--- config.mk ---
export PLATFORM = sky130hd
export DESIGN_NAME = seg_decode_hazard
export DESIGN_NICKNAME = d
export VERILOG_FILES = /design/src/rtl/mips_pkg.sv /design/src/rtl/regfile_bypass.sv /design/src/rtl/seg_decode_hazard.sv
export SDC_FILE = /design/constraint.sdc
export NUM_CORES = 2
export LEC_CHECK = 0
export CAP_MARGIN = 5
export CORE_MARGIN = 10
export CORE_UTILIZATION = 40
export CTS_BUF_LIST = sky130_fd_sc_hd__clkbuf_16
export CTS_CLUSTER_SIZE = 25
export DETAILED_ROUTE_END_ITERATION = 7
export MAX_ROUTING_LAYER = met4
export PLACE_DENSITY = 0.61
export SYNTH_ARGS = -nofsm -noshare
export SYNTH_HDL_FRONTEND = slang
export SYNTH_HIERARCHICAL = 1
export SYNTH_SLANG_ARGS = --single-unit
--- constraint.sdc ---
create_clock -name i_clk -period 38.1 [get_ports i_clk]
set_clock_uncertainty 0.05 [all_clocks]
set_input_delay 7.62 -clock i_clk [delete_from_list [all_inputs] [get_ports i_clk]]
set_output_delay 7.62 -clock i_clk [all_outputs]
set_load 0.02 [all_outputs]
--- src/rtl/mips_pkg.sv ---
// rtl/mips_pkg.sv - shared widths, control bit indices, stall FSM encoding and bubble constants
package mips_pkg;

  localparam int LEN_W        = 32;
  localparam int NB_ADDR_W    = 5;
  localparam int NB_CTRL_EX_W = 6;
  localparam int NB_CTRL_M_W  = 9;
  localparam int NB_CTRL_WB_W = 2;

  // Bit positions inside the MEM control bus
  localparam int MEM_WRITE_BIT = 0;
  localparam int MEM_READ_BIT  = 1;
  localparam int BRANCH_BIT    = 2;

  typedef enum logic {
    ST_RUN  = 1'b0,
    ST_HOLD = 1'b1
  } stall_state_t;

  localparam logic [NB_CTRL_EX_W-1:0] BUBBLE_EX  = '0;
  localparam logic [NB_CTRL_M_W-1:0]  BUBBLE_M   = '0;
  localparam logic [NB_CTRL_WB_W-1:0] BUBBLE_WB  = '0;

endpackage

--- src/rtl/regfile_bypass.sv ---
// rtl/regfile_bypass.sv - 2-read/1-write register file, r0 hardwired to zero, write-first bypass
module regfile_bypass
  import mips_pkg::*;
#(
  parameter int LEN     = LEN_W,
  parameter int NB_ADDR = NB_ADDR_W
) (
  input  logic               clk,
  input  logic               rst,
  input  logic               we,
  input  logic [NB_ADDR-1:0] waddr,
  input  logic [LEN-1:0]     wdata,
  input  logic [NB_ADDR-1:0] raddr_a,
  input  logic [NB_ADDR-1:0] raddr_b,
  output logic [LEN-1:0]     rdata_a,
  output logic [LEN-1:0]     rdata_b
);

  localparam int NREG = 2 ** NB_ADDR;

  logic [LEN-1:0] regs [NREG];

  // Storage: cleared on reset, writes to r0 dropped
  always_ff @(posedge clk or posedge rst) begin
    if (rst) begin
      for (int i = 0; i < NREG; i++) regs[i] <= '0;
    end else if (we && (waddr != '0)) begin
      regs[waddr] <= wdata;
    end
  end

  // Read ports: r0 reads zero, same-cycle write is returned directly
  always_comb begin
    rdata_a = regs[raddr_a];
    rdata_b = regs[raddr_b];
    if (raddr_a == '0)                   rdata_a = '0;
    else if (we && (waddr == raddr_a))   rdata_a = wdata;
    if (raddr_b == '0)                   rdata_b = '0;
    else if (we && (waddr == raddr_b))   rdata_b = wdata;
  end

endmodule

--- src/rtl/seg_decode_hazard.sv ---
// rtl/seg_decode_hazard.sv - ID stage: register file, ID branch resolution, stall control, ID/EX register
module seg_decode_hazard
  import mips_pkg::*;
#(
  parameter int LEN            = LEN_W,
  parameter int NB_ADDR        = NB_ADDR_W,
  parameter int NB_CTRL_EX     = NB_CTRL_EX_W,
  parameter int NB_CTRL_M      = NB_CTRL_M_W,
  parameter int NB_CTRL_WB     = NB_CTRL_WB_W,
  parameter int LOAD_USE_STALL = 1
) (
  input  logic                  i_clk,
  input  logic                  i_rst,
  input  logic                  i_valid,
  input  logic [LEN-1:0]        i_PC,
  input  logic [LEN-1:0]        i_instruction,
  input  logic [NB_CTRL_EX-1:0] i_ctrl_exc,
  input  logic [NB_CTRL_M-1:0]  i_ctrl_mem,
  input  logic [NB_CTRL_WB-1:0] i_ctrl_wb,
  input  logic                  i_branch,
  input  logic                  i_bneq,
  input  logic                  i_flush,
  input  logic [NB_ADDR-1:0]    i_ex_rd,
  input  logic                  i_ex_RegWrite,
  input  logic                  i_ex_MemRead,
  input  logic [NB_ADDR-1:0]    i_mem_rd,
  input  logic                  i_mem_RegWrite,
  input  logic                  i_mem_MemRead,
  input  logic [LEN-1:0]        i_mem_result,
  input  logic [NB_ADDR-1:0]    i_wb_rd,
  input  logic                  i_wb_RegWrite,
  input  logic [LEN-1:0]        i_wb_data,
  output logic                  o_stall,
  output logic                  o_branch_taken,
  output logic [LEN-1:0]        o_branch_target,
  output logic                  o_valid,
  output logic [LEN-1:0]        o_PC,
  output logic [LEN-1:0]        o_rs_data,
  output logic [LEN-1:0]        o_rt_data,
  output logic [LEN-1:0]        o_imm,
  output logic [NB_ADDR-1:0]    o_rs,
  output logic [NB_ADDR-1:0]    o_rt,
  output logic [NB_ADDR-1:0]    o_rd,
  output logic [NB_CTRL_EX-1:0] o_ctrl_exc,
  output logic [NB_CTRL_M-1:0]  o_ctrl_mem,
  output logic [NB_CTRL_WB-1:0] o_ctrl_wb
);

  // Remaining HOLD cycles after the first load-use stall cycle
  localparam logic [1:0] LU_CNT = 2'(LOAD_USE_STALL - 1);

  stall_state_t       state;
  logic [1:0]         cnt;

  logic [NB_ADDR-1:0] rs, rt, rd;
  logic [LEN-1:0]     imm;
  logic [LEN-1:0]     rf_rs, rf_rt;
  logic [LEN-1:0]     cmp_rs, cmp_rt;
  logic               id_valid;
  logic               load_use, br_ex, br_mem;
  logic               bubble;
  logic               unused_opcode;

  assign rs  = i_instruction[21 +: NB_ADDR];
  assign rt  = i_instruction[16 +: NB_ADDR];
  assign rd  = i_instruction[11 +: NB_ADDR];
  assign imm = {{(LEN-16){i_instruction[15]}}, i_instruction[15:0]};
  assign unused_opcode = ^i_instruction[31:26];

  regfile_bypass #(
    .LEN     (LEN),
    .NB_ADDR (NB_ADDR)
  ) u_regfile (
    .clk     (i_clk),
    .rst     (i_rst),
    .we      (i_wb_RegWrite),
    .waddr   (i_wb_rd),
    .wdata   (i_wb_data),
    .raddr_a (rs),
    .raddr_b (rt),
    .rdata_a (rf_rs),
    .rdata_b (rf_rt)
  );

  // Nonzero destination matching either source register
  function automatic logic src_hit(input logic [NB_ADDR-1:0] dst,
                                   input logic [NB_ADDR-1:0] s,
                                   input logic [NB_ADDR-1:0] t);
    return (dst != '0) && ((dst == s) || (dst == t));
  endfunction

  assign id_valid = i_valid & ~i_flush;
  assign load_use = id_valid & i_ex_MemRead & src_hit(i_ex_rd, rs, rt);
  assign br_ex    = id_valid & i_branch & i_ex_RegWrite & src_hit(i_ex_rd, rs, rt);
  assign br_mem   = id_valid & i_branch & i_mem_MemRead & src_hit(i_mem_rd, rs, rt);

  // Stall request: flush wins, HOLD always stalls, RUN stalls on any hazard
  always_comb begin
    o_stall = 1'b0;
    if (i_flush)                o_stall = 1'b0;
    else if (state == ST_HOLD)  o_stall = 1'b1;
    else                        o_stall = load_use | br_ex | br_mem;
  end

  assign bubble = i_flush | o_stall;

  // Branch operands: ALU result in MEM is forwarded, loads in MEM are not
  always_comb begin
    cmp_rs = rf_rs;
    cmp_rt = rf_rt;
    if (i_mem_RegWrite && !i_mem_MemRead && (i_mem_rd != '0)) begin
      if (i_mem_rd == rs) cmp_rs = i_mem_result;
      if (i_mem_rd == rt) cmp_rt = i_mem_result;
    end
  end

  assign o_branch_taken  = id_valid & ~o_stall & i_branch & ((cmp_rs == cmp_rt) ^ i_bneq);
  assign o_branch_target = i_PC + (imm << 2);

  // ID/EX register and stall FSM
  always_ff @(posedge i_clk or posedge i_rst) begin
    if (i_rst) begin
      state      <= ST_RUN;
      cnt        <= '0;
      o_valid    <= 1'b0;
      o_PC       <= '0;
      o_rs_data  <= '0;
      o_rt_data  <= '0;
      o_imm      <= '0;
      o_rs       <= '0;
      o_rt       <= '0;
      o_rd       <= '0;
      o_ctrl_exc <= NB_CTRL_EX'(BUBBLE_EX);
      o_ctrl_mem <= NB_CTRL_M'(BUBBLE_M);
      o_ctrl_wb  <= NB_CTRL_WB'(BUBBLE_WB);
    end else begin
      if (bubble) begin
        o_valid    <= 1'b0;
        o_ctrl_exc <= NB_CTRL_EX'(BUBBLE_EX);
        o_ctrl_mem <= NB_CTRL_M'(BUBBLE_M);
        o_ctrl_wb  <= NB_CTRL_WB'(BUBBLE_WB);
      end else begin
        o_valid    <= i_valid;
        o_PC       <= i_PC;
        o_rs_data  <= rf_rs;
        o_rt_data  <= rf_rt;
        o_imm      <= imm;
        o_rs       <= rs;
        o_rt       <= rt;
        o_rd       <= rd;
        o_ctrl_exc <= i_valid ? i_ctrl_exc : NB_CTRL_EX'(BUBBLE_EX);
        o_ctrl_mem <= i_valid ? i_ctrl_mem : NB_CTRL_M'(BUBBLE_M);
        o_ctrl_wb  <= i_valid ? i_ctrl_wb  : NB_CTRL_WB'(BUBBLE_WB);
      end

      if (i_flush) begin
        state <= ST_RUN;
        cnt   <= '0;
      end else if (state == ST_HOLD) begin
        cnt <= cnt - 2'd1;
        if (cnt == 2'd1) state <= ST_RUN;
      end else if (load_use) begin
        cnt   <= LU_CNT;
        state <= (LU_CNT != 2'd0) ? ST_HOLD : ST_RUN;
      end
    end
  end

endmodule

## Word-level counts from Yosys, hierarchy flattened

Cells that the tools add are included.

- Add/subtract/negate cells: 2
- Order comparisons: 4
- Equality and inequality tests: 8
- Multiplexer cells: 32
- Bitwise operators: 20
- Reduce and logical (&&, ||, !) cells: 17

Operator list:

| cell | count |
|---|---|
| $bwmux 1024 | 1 |
| $mux 32 | 13 |
| $bmux 32 s5 | 2 |
| $demux 32 s5 | 1 |
| $add 32x32->32 | 1 |
| $eq 32x32->1 | 1 |
| $eq 5x5->1 | 6 |
| $ge 6x6->1 const B | 3 |
| $mux 9 | 2 |
| $not 5->6 | 3 |
| $reduce_bool 5->1 | 3 |
| $mux 6 | 2 |
| $and 1x1->1 | 11 |
| $logic_not 5->1 | 2 |
| $mux 2 | 5 |
| $logic_and 1x1->1 | 8 |
| $lt 6x1->1 const B | 1 |
| $mux 1 | 6 |
| $or 1x1->1 | 3 |
| $reduce_bool 3->1 | 1 |
| $eq 2x1->1 const B | 1 |
| $logic_or 1x1->1 | 2 |
| $not 1->1 | 2 |
| $sub 2x1->2 const B | 1 |
| other kinds (2) | 2 |

- Register bits after elaboration: 1172
- Output and inout bits: 195
- Logic and storage cells: 128

## Depth between registers and ports, before layout

- Word-level depth: 13
- Gate-level depth with buffers: 18

## Hierarchy

The synthesis kept the hierarchy.

By module, submodules not included:

| module | instances | cells each | area an instance (um2) |
|---|---|---|---|
| regfile_bypass | 1 | 3859 | 55253.0 |
| seg_decode_hazard | 1 | 839 | 8887.3 |

## Least setup slack after synthesis

Ideal clock, no wire load.

- Path kind: input-to-output
- From: input i_instruction[16]
- To: output o_branch_taken
- Arrival: 11510 ps
- Data required time: 30430 ps
- Slack: 18920 ps
- Stages on the path: 14
- Path buffers: 2
- Path through: buf_4 > buf_2 > mux4_2 > a22oi_1 > nand2_1 > a221o_1 > or2_2 > a2111oi_0 > a41oi_1 > o311ai_0 > nand4_1 > or4_1 > or3_1 > a211oi_1

- Elaborated cells between the ends (all ways): 30
- Those cells by class: eq/ne (4); mux (9); bitwise (11); reduce/logical (6)

RTL lines:

| what | RTL line | RTL |
|---|---|---|
| start, declared | seg_decode_hazard.sv:16 | `input logic [LEN-1:0] i_instruction,` |
| $not 5->6 (implied by the code) | regfile_bypass.sv:35 | `rdata_b = regs[raddr_b];` |
| $bmux 32 s5 | regfile_bypass.sv:35 |  |
| $mux 32 (implied by the code) (2 in a row) | regfile_bypass.sv:35 |  |
| $mux 32 | regfile_bypass.sv:39 | `else if (we && (waddr == raddr_b)) rdata_b = wdata;` |
| $mux 32 * | regfile_bypass.sv:38 | `if (raddr_b == '0) rdata_b = '0;` |
| net rf_rt[22] | seg_decode_hazard.sv:57 | `logic [LEN-1:0] rf_rs, rf_rt;` |
| $mux 32 | seg_decode_hazard.sv:113 | `if (i_mem_rd == rt) cmp_rt = i_mem_result;` |
| $mux 32 * | seg_decode_hazard.sv:111 | `if (i_mem_RegWrite && !i_mem_MemRead && (i_mem_rd != '0)) begin` |
| $eq 32x32->1 * | seg_decode_hazard.sv:117 | `assign o_branch_taken = id_valid & ~o_stall & i_branch & ((cmp_rs == cmp_rt) ^ i_bneq);` |
| $xor 1x1->1 * | seg_decode_hazard.sv:117 |  |
| $and 1x1->1 * | seg_decode_hazard.sv:117 |  |
| end, declared | seg_decode_hazard.sv:34 | `output logic o_branch_taken,` |

The timed path passes the listed nets; every way through them passes the cells marked *. The select of a mux whose other input is x is not followed.

## Final worst setup path

- From: input i_instruction[20]
- To: output o_branch_taken

The elaborated chain is that of the path after synthesis.

==> results.toml <==
[sta]
tns_ps = 0
rsz0062_at_grt = "no"
fmax_mhz = 44.51
setup_viol = 0
relSlewSlack = 0.08037
fin_crit_sh = 0.5897
worst_pin_slew_ps = 1362
hold_viol = 0
finalMaxSlewViolations = 0
final.min_clock_period_ps = 22470

[yosys]
synth-warning-count = 6
ys_ff_latch = 1167
synth_area_mm2 = 0.06414
syn_nets = 4900
avgSynthCellArea_um2 = 13.65
synth_flop_cell = "dfrtp_1"
seq_area_frac_synth = 0.4553
syn_inst = 4698
async_flop_share = 1.000
synth_cell_types = 75
synth_edf_count = 0

[clocking]
cts_resized = 0
clkTransAtPathRegs_ps = 60
root_buffer = "clkbuf_16"
clock_path_buffers = 3
ctsHoldBuffers = 0
post_cts_buffers = 0
clock_sinks = 1167
numCtsBuffers = 130
cts_tree = "done"
clk_latency_ps = 780
htree_num_levels = 4

[job]
drv_cap = 0

[placed_design]
io_buffer_count = 359
gp_congestion = 0.8926
place_area_mm2 = 0.06932
dp_hpwl_mm = 140.0
dp_cells = 6789

[detailed_routing]
ant_nets = 0
vias = 44800
finalWirelength_mm = 227.4
post-route-drc-count = 0
drt_iter0_drc = 4736
wl_per_cell_um = 32.36
viasPerCell = 6.374
drt_pass1_iterations = 7

[global_routing]
grt_max_degree = 114
grt_pass1_wl_mm = 326.4
grt_pass1_vias = 45190
antenna_found_initial = 18
grt.total_usage = 0.2583
grt.overflow.total = 0

[floorplanning]
dieArea_mm2 = 0.1768
core_mm2 = 0.1589
fp.dieH_um = 420.4
boundaryPins = 366
die_w_um = 420.4
num_rows = 146
start_util = 0.4036

[critical_path]
cp_slowest_cell = "or4_1"
cp-start-kind = "input pin"
path_buf_inv = 5
arrival_ps = 14800
cp_max_fo = 29
max_stage_delay_ps = 720
path_delay_family = "buffers and inverters"
endpoint_kind = "output port"
critPathKind = "in2out"
crit_required_ps = 30430
worstPathCellList = "buf_4, buf_4, buf_4, xnor2_1, nand3_1, o21ai_2, buf_4, a211oi_1, a221o_1, or2_2, a2111oi_0, a41oi_1, o311ai_0, nand4_1, or4_1, or3_1, a211oi_1, clkdlybuf4s50_1"
path_common_cell = "buf_4"

[layout]
finalNetCount = 5051
final_area_mm2 = 0.07350
syn_to_final_growth_pct = 14.59
drive_gt1_frac = 0.4024
fin_cells = 7028

[hold_path]
min_path_type = "reg2reg"

[power_and_ir_drop]
cellLeakagePower_nw = 31.03
peakVddDrop_uv = 48.89
powerDensity_mw_per_mm2 = 51.39

[run_status]
status = "completed"
-- cells in the final DEF, fill, tap and decap left out, types with 11 or more instances in the layout --
cell and instances:
dfrtp_1 1167, mux2_2 1148, mux4_2 402, clkdlybuf4s50_1 349, mux2i_1 241, buf_4 152, nand2_1 149, clkbuf_16 139
a22oi_1 100, a21oi_1 95, o21ai_0 93, nor2_1 79, xnor2_1 64, nor3_1 59, o22ai_1 41, a221o_1 38
inv_1 37, a2111oi_0 34, or2_2 34, a41oi_1 33, ha_1 30, nand3_1 29, o211ai_1 29, clkinv_1 29
o311ai_0 28, a221oi_1 25, and2_1 22, nor2_4 20, a211oi_1 20, xor2_1 19, clkinv_2 18, a31oi_1 15
nand2_2 15, nand4_1 13, diode_2 11, bufinv_16 11
-- cell families (layout without fill, tap and decap cells) --
family                     Yosys count  in the layout  share of synthesized area
AOI/OAI and AO/OA                  623            623                    0.06943
xor gates and xnor gates            84             84                    0.01147
adders and majority gates           31             31                   0.006164
buffers and inverters              510            757                    0.04001
DFF                               1167           1167                     0.4553
muxes                             1791           1791                     0.3803
other                                0             11                          0
and+or+nand+nor                    492            492                    0.03732
-- worst reg2reg max path, cell delays in order (launching register included) --
cell and delay, ps:
dfrtp_1 420, a221o_1 350, nor2_4 160, buf_4 570
buf_4 870, mux2_2 500
-- area by class of cell --
| cell class | instances | area (µm²) |
|---|---|---|
| fillers | 14160 | 85430 |
| repair buffers | 514 | 4820 |
| flip-flops and latches | 1167 | 29200 |
| inverters | 15 | 68.82 |
| multi-input cells | 3021 | 32630 |
| clock buffers | 139 | 3478 |
| diodes | 11 | 27.53 |
| well taps | 2072 | 2592 |
| clock inverters | 89 | 671.9 |
-- cells in the mapped netlist, drive strengths merged (28+ instances only) --
library cell,instances,area share
mux2,1148,0.20
nand2,165,0.0098
mux2i,241,0.038
xnor2,64,0.0087
ha,30,0.0059
a2111oi,34,0.0046
nand3,29,0.0023
o211ai,29,0.0034
buf,262,0.025
a21oi,95,0.0074
a221oi,28,0.0041
o21ai,100,0.0080
a22oi,100,0.012
o22ai,41,0.0040
clkbuf,233,0.014
a221o,38,0.0059
a41oi,33,0.0045
mux4,402,0.14
nor3,65,0.0053
o311ai,32,0.0044
nor2,101,0.0060
or2,34,0.0033
dfrtp,1167,0.46
-- flip-flops by register name, indices dropped and copies added (netlist names), 6 cells and up --
signal,flops
o_ctrl_exc,6
o_PC,32
o_rs_data,32
o_ctrl_mem,9
o_imm,16
u_regfile/regs,1024
o_rt_data,32
-- stage by stage --
stage                     hold slack, ps    util  total power [W]  setup WS, ps
after global placement             326.3  0.4362         0.002501         15930
after floorplan                    391.3       -         0.002229          1614
after detailed placement           334.5  0.4362         0.002529         15870
after CTS                          347.6  0.4623         0.003789         15870
after global routing               356.1  0.4624         0.003926         15560
final                              344.2  0.4624         0.003777         15630
-- routing by layer --
layer	up-vias	GRT usage	wire length, µm
met5	-	-	0
met4	0	0.1162	10820
met3	513	0.05385	18630
met2	2123	0.4004	105500
li1	18330	-	-
met1	23840	0.3261	92480
-- report_power, final --
part           leakage (nW)  switching [W]  total [W]  internal, W
logic                  14.0       0.000409   0.000890     0.000480
clock network          2.13       0.000529    0.00126     0.000728
registers              14.9       0.000161    0.00163      0.00147
total                  31.0        0.00110    0.00378      0.00268
-- worst paths after layout --
path	from	depth (start not counted)	slack, ps	endpoint
worst max-delay path	i_instruction[20]	18	15630	o_branch_taken
min in group asynchronous	i_rst	2	7430	o_rs_data[27]
worst min-delay path	u_regfile/regs[999]	0	340	u_regfile/regs[999]
max in group asynchronous	i_rst	7	26030	u_regfile/regs[102]
worst max register to register	state	5	35070	o_rt_data[24]
worst min register to register	u_regfile/regs[999]	0	340	u_regfile/regs[999]
(Power assumes the default switching activity.)
